**src/rtl/store_narrow.sv**
```systemverilog
// Narrow store unit: aligns byte/halfword/word stores onto 32-bit memory lanes.
// Optional: define STORE_MISALIGN_TRAP_EN to reject misaligned halfword/word stores.
module store_narrow (
    input  logic        clk,
    input  logic        rst,
    input  logic        start,
    input  logic [1:0]  size,
    input  logic [31:0] addr,
    input  logic [31:0] wdata,
    output logic        mem_req,
    output logic [31:0] mem_addr,
    output logic [31:0] mem_wdata,
    output logic [3:0]  mem_be,
    input  logic        mem_ack,
    output logic        busy,
    output logic        done,
    output logic        err
);

    typedef enum logic [1:0] {
        IDLE = 2'd0,
        REQ  = 2'd1,
        DONE = 2'd2
    } state_t;

    state_t state;
    state_t state_nxt;

    logic [3:0]  lane_be;
    logic [31:0] lane_data;
    logic        reject;

    logic        req_nxt;
    logic [31:0] addr_nxt;
    logic [31:0] wdata_nxt;
    logic [3:0]  be_nxt;
    logic        busy_nxt;
    logic        done_nxt;
    logic        err_nxt;
    logic        take;

    // Lane placement from the live request inputs; only used on IDLE+start.
    always_comb begin
        lane_be   = 4'b0000;
        lane_data = 32'd0;
        reject    = 1'b0;
        unique case (size)
            2'b00: begin
                lane_be   = 4'b0001 << addr[1:0];
                lane_data = {4{wdata[7:0]}};
            end
            2'b01: begin
                lane_be   = 4'b0011 << {addr[1], 1'b0};
                lane_data = {2{wdata[15:0]}};
`ifdef STORE_MISALIGN_TRAP_EN
                reject    = addr[0];
`endif
            end
            2'b10: begin
                lane_be   = 4'b1111;
                lane_data = wdata;
`ifdef STORE_MISALIGN_TRAP_EN
                reject    = (addr[1:0] != 2'b00);
`endif
            end
            default: begin
                reject = 1'b1;
            end
        endcase
    end

    always_ff @(posedge clk) begin
        if (rst) begin
            state <= IDLE;
        end else begin
            state <= state_nxt;
        end
    end

    always_comb begin
        state_nxt = state;
        unique case (state)
            IDLE: begin
                if (start) begin
                    state_nxt = reject ? DONE : REQ;
                end
            end
            REQ: begin
                if (mem_ack) begin
                    state_nxt = DONE;
                end
            end
            DONE: begin
                state_nxt = IDLE;
            end
            default: begin
                state_nxt = IDLE;
            end
        endcase
    end

    // Next values of the registered outputs, derived from the transition.
    always_comb begin
        take      = (state == IDLE) && start;
        req_nxt   = (state_nxt == REQ);
        busy_nxt  = (state_nxt != IDLE);
        done_nxt  = (state_nxt == DONE);
        err_nxt   = take && reject;
        addr_nxt  = mem_addr;
        wdata_nxt = mem_wdata;
        be_nxt    = 4'b0000;
        if (take) begin
            addr_nxt  = {addr[31:2], 2'b00};
            wdata_nxt = lane_data;
        end
        if (state_nxt == REQ) begin
            be_nxt = take ? lane_be : mem_be;
        end
    end

    always_ff @(posedge clk) begin
        if (rst) begin
            mem_req   <= 1'b0;
            mem_addr  <= 32'd0;
            mem_wdata <= 32'd0;
            mem_be    <= 4'b0000;
            busy      <= 1'b0;
            done      <= 1'b0;
            err       <= 1'b0;
        end else begin
            mem_req   <= req_nxt;
            mem_addr  <= addr_nxt;
            mem_wdata <= wdata_nxt;
            mem_be    <= be_nxt;
            busy      <= busy_nxt;
            done      <= done_nxt;
            err       <= err_nxt;
        end
    end

endmodule

```
**config.mk**
```make
export PLATFORM = sky130hd
export DESIGN_NAME = store_narrow
export DESIGN_NICKNAME = d
export VERILOG_FILES = /design/src/rtl/store_narrow.sv
export SDC_FILE = /design/constraint.sdc
export NUM_CORES = 1
export LEC_CHECK = 0
export BUFFER_PORTS_ARGS = -buffer_cell sky130_fd_sc_hd__buf_2
export CAP_MARGIN = 20
export CORE_MARGIN = 5
export CORE_UTILIZATION = 36
export DETAILED_ROUTE_END_ITERATION = 8
export PLACE_DENSITY = 0.77
export SKIP_CTS_REPAIR_TIMING = 1
export SLEW_MARGIN = 20
export SYNTH_ARGS = -nofsm -noshare
export SYNTH_HDL_FRONTEND = slang
export SYNTH_SLANG_ARGS = --single-unit
```
**constraint.sdc**
```tcl
create_clock -name clk -period 3.7 [get_ports clk]
set_clock_uncertainty 0.05 [all_clocks]
set_input_delay 0.37 -clock clk [delete_from_list [all_inputs] [get_ports clk]]
set_output_delay 0.37 -clock clk [all_outputs]
set_load 0.005 [all_outputs]
```
### Yosys cells after proc, flatten, opt, wreduce, memory -nomap -nowiden

Index checks and enable logic that the tools add are counted.

* output and inout port bits: 72
* register bits: 72
* logic and storage cells: 30
* input bits: 70

* mux-type cells: 7
* reduce and logical (&&, ||, !) cells: 7
* shifts and indexed selects: 2
* equality and inequality tests: 5
* bitwise gates (word level): 1

Operators by type and width (number)
* one-hot mux 32 bit (3 select lines): 1
* one-hot mux 4 bit (3 select lines): 1
* == test 2 x 1 -> 1 bit, second input constant: 3
* 2-to-1 mux 2 bit: 3
* == test 2 bit, second input constant: 2
* zero test 2 bit: 2
* one-hot mux 2 bit (2 select lines): 1
* left shift 1 x 2 -> 4 bit, first input constant: 1
* left shift 2 x 2 -> 4 bit, first input constant: 1
* OR reduction 3 bit: 1
* logical AND 1 bit: 2
* nonzero test 2 bit: 1
* OR reduction 2 bit: 1
* 2-to-1 mux 1 bit: 1
* inverter 1 bit: 1

### Depth between registers and ports, before layout

* depth after elaboration: 8
* gate-level depth with buffers: 6
* gate-level depth less buffers: 4

### Least setup slack after synthesis

OpenSTA, ideal clock, no wires.

* path type: input-to-reg
* start: in size[0]
* end: reg mem_wdata[25]
* stages on the path: 6
* path buffers: 2
* data arrival time: 1.285 ns
* required time: 3.518 ns
* library setup time: 0.132 ns
* setup slack: 2.233 ns
* path through: buf_2 -> buf_2 -> mux2i_1 -> nor2_1 -> a211oi_1 -> nor3_1

* longest elaborated chain between the ends: 2
* elaborated cells on any way between the ends: 4
* those cells by class: eq/ne (2); mux (1); reduce/logical (1)

RTL lines
* start, declared: line 7 `input logic [1:0] size,`
* == test 2 bit, or another cell as far along: line 47 `unique case (size)`
* one-hot mux 32 bit (3 select lines) *: line 47
* end signal, assigned: line 133 `mem_wdata <= wdata_nxt;`
* end, declared: line 12 `output logic [31:0] mem_wdata,`

Every way passes the cells marked *; elsewhere a longest branch is shown, timed or not.
A chain may end at the register's enable or synchronous reset.

### Worst setup path after layout

* start: reg state[0]
* end: reg mem_be[1]

* longest elaborated chain between the ends: 5
* elaborated cells on any way between the ends: 9
* those cells by class: eq/ne (2); mux (3); bitwise (1); reduce/logical (3)

RTL lines
* start, declared: line 26 `state_t state;`
* start signal, assigned: line 76 `state <= state_nxt;`
* == test 2 x 1 -> 1 bit, or another cell as far along: line 82 `unique case (state)`
* one-hot mux 2 bit (2 select lines): line 82
* == test 2 x 1 -> 1 bit: line 116 `if (state_nxt == REQ) begin`
* inverter 1 bit (no source line)
* OR reduction 2 bit (no source line)
* end signal, assigned: line 134 `mem_be <= be_nxt;`
* end, declared: line 13 `output logic [3:0] mem_be,`

Parallel ways exist; a longest one is shown, timed or not.

==> metrics <==
vias between 2000 and 3000; GRT overflow 0; P_int approximately 1.3 mW; Critical Path End mem_be[1]$_SDFFE_PP0N_; die area 0.00966 mm²; Crit-path slowest cell or3b_2; Max FO, Critical Path 43; Worst Setup Start Kind flop; Place WS 1540 ps; r2r endpoint mem_be[1]$_SDFFE_PP0N_; Antenna Diode Count 0; Slew @ Worst Pin 697 ps; Placed Instances 560; Fmax 0.483 GHz; Root Driver clkbuf_8; antenna-violating nets left 0; worst hold slack 215 ps; Clock Tree Buf Depth 2; sw frac 0.279; global-route wire length before repair roughly 13 mm; Area growth, synth to finish 33.6%; fin. max-slew vios 0; final hold vios 0; max-cap violation count 0; TritonCTS clock tree yes; DRT Pass-1 Iters 5; R2R cell count 5; leak pwr around 1.8 nW; NetSw roughly 500 µW; YS warnings 0; Crit path largest cell delay 740 ps; required time of the critical path about 3900 ps; Avg Inst Size Synth 8.11 µm²; nets 540; final non-filler cell total 577; Netlist cell types 28; number of synthesized register bits 72; Synth top area share 0.513; crit-path cells or3b_2 -> buf_4 -> a21oi_4 -> o21ai_0 -> a21oi_1; post-layout util 0.491; Worst-Skew Late Latency 340 ps; number of port buffers approximately 140; initial antenna violation count 0; Cell Pwr Density 476 mW/mm²; number of global-route vias before repair roughly 2700; largest cells by area after synthesis dfxtp_1, nand2_1, a21oi_1, nor3_1, nor2_1; Core Rows 32; RSZ-0062 raised after global routing false; Placer Congestion between 0.8 and 0.9; initial core utilization 0.367; largest net degree at the start of global routing 44; Synth Cell Area 0.00281 mm²; Die Width slightly below 100 µm; fraction of layout cells with a size suffix above 1 0.345; worst hold path class input pin to flop; sequential share of the synthesized area 0.513; start of the worst register-to-register path state[0]$_SDFF_PP0_; Worst Setup Slack, final 1630 ps; status complete, no violations; # IOs 142; CP arrival 2300 ps; hpwl dp between 6 and 7 mm; Synth Instances 346; die height 98.3 µm; main flop type after synthesis dfxtp_1; Post-DP Area 0.00354 mm²; # DRC 0; final wirelength 8.60 mm; CP Capture Type flop; routed vias/inst 4.96; # H-tree levels 3; Design Area, Final 0.00375 mm²; asr flop ratio synth 0; CTS Buf Count 9; # clock sinks 72; TNS Setup 0 ps; crit share post-route 0.559; clock slew at reported path FFs around 80 ps; post-synth top area cell dfxtp_1; Critical Path Start state[0]$_SDFF_PP0_; DRT iter0 DRCs 223; Tot Pwr 1.79 mW; Slew Limit Headroom 0.535; VDD IR max 218 µV; Post-synth EDFFs 0; # setup viols final 0; CP Class flop to flop; Flop pwr share 0.482; Total GRT Usage 0.173; core area ~0.0076 mm²; reg2reg setup slack 1630 ps; Wirelength per Cell 14.9 µm; combinational share of power 0.162; Clock power frac 0.356; Final min period 2070 ps
[Yosys cell counts, types with 5 or more instances]
cell type   n
mux2i_1     7
nor3_1     26
inv_1       5
a221oi_1    9
buf_2      10
dfxtp_1    72
nor2_1     33
a211oi_1   13
nand3_1     8
clkbuf_1   19
a21oi_1    45
nand2_1    77
[per-layer routing]
layer | routed length [µm] | GRT usage
met1 | 3560 | 0.210
met2 | 4200 | 0.276
met3 | 602 | 0.0507
met4 | 236 | 0.0924
met5 | 0 | 0
[area by class of cell]
| cell class | count | area, µm² |
|---|---|---|
| fill | 750 | 3890 |
| inverter | 5 | 18.8 |
| clock buffer | 10 | 138 |
| clock inverter | 6 | 67.6 |
| multi-input combinational | 238 | 1210 |
| tap | 102 | 128 |
| timing repair buffer | 144 | 749 |
| sequential | 72 | 1440 |
[flip-flops by register name, indices dropped and copies added (netlist names)]
name	cells
mem_wdata	32
mem_addr	30
done	1
mem_req	1
err	1
busy	1
mem_be	4
state	2
[critical path: cells and delay by family (launching register included)]
family	cells	cell delay [ps]
buf+inv	1	380
compound gates	3	460
simple gates	1	740
flops	1	370
[logic make-up after synthesis]
| logic type | after synthesis | synth area share |
|---|---|---|
| simple gates | 150 | 0.224 |
| compound gates | 77 | 0.170 |
| flops | 72 | 0.513 |
| buf+inv | 37 | 0.0593 |
| mux | 8 | 0.0290 |
| xor+xnor | 1 | 0.00312 |
| other cells | 1 | 0.00134 |
[cells in the final DEF, fill, tap and decap left out, types with 5 or more instances in the layout]
cell type,netlist,routed
a211oi_1,13,13
a21oi_1,45,45
a221oi_1,9,9
buf_2,10,139
clkbuf_8,0,10
dfxtp_1,72,72
inv_1,5,5
mux2i_1,7,7
nand2_1,77,77
nand3_1,8,8
nor2_1,33,33
nor3_1,26,26
[how the worst min path moves through the flow]
stage / endpoint / startpoint / cells after the start
2_1_floorplan: mem_wdata[0]$_SDFFE_PP0N_ / mem_wdata[0]$_SDFFE_PP0N_ / 2
3_3_place_gp: mem_addr[24]$_SDFFE_PP0N_ / mem_addr[24]$_SDFFE_PP0N_ / 2
3_5_place_dp: mem_be[0]$_SDFFE_PP0N_ / mem_be[0]$_SDFFE_PP0N_ / 2
4_1_cts: mem_addr[10]$_SDFFE_PP0N_ / addr[10] / 3
5_1_grt: mem_addr[4]$_SDFFE_PP0N_ / addr[4] / 3
6_report: mem_addr[13]$_SDFFE_PP0N_ / addr[13] / 3
[power by group through the flow]
| stage | clock network (mW) | registers [mW] | logic, mW |
|---|---|---|---|
| after CTS | 0.647 | 0.862 | 0.289 |
| final | 0.636 | 0.861 | 0.289 |
| after detailed placement | 0 | 0.879 | 0.288 |
| after floorplan | 0 | 0.882 | 0.153 |
| after global placement | 0 | 0.877 | 0.281 |
| after global routing | 0.693 | 0.868 | 0.324 |
Note: power is estimated with default switching activity, not from simulation.
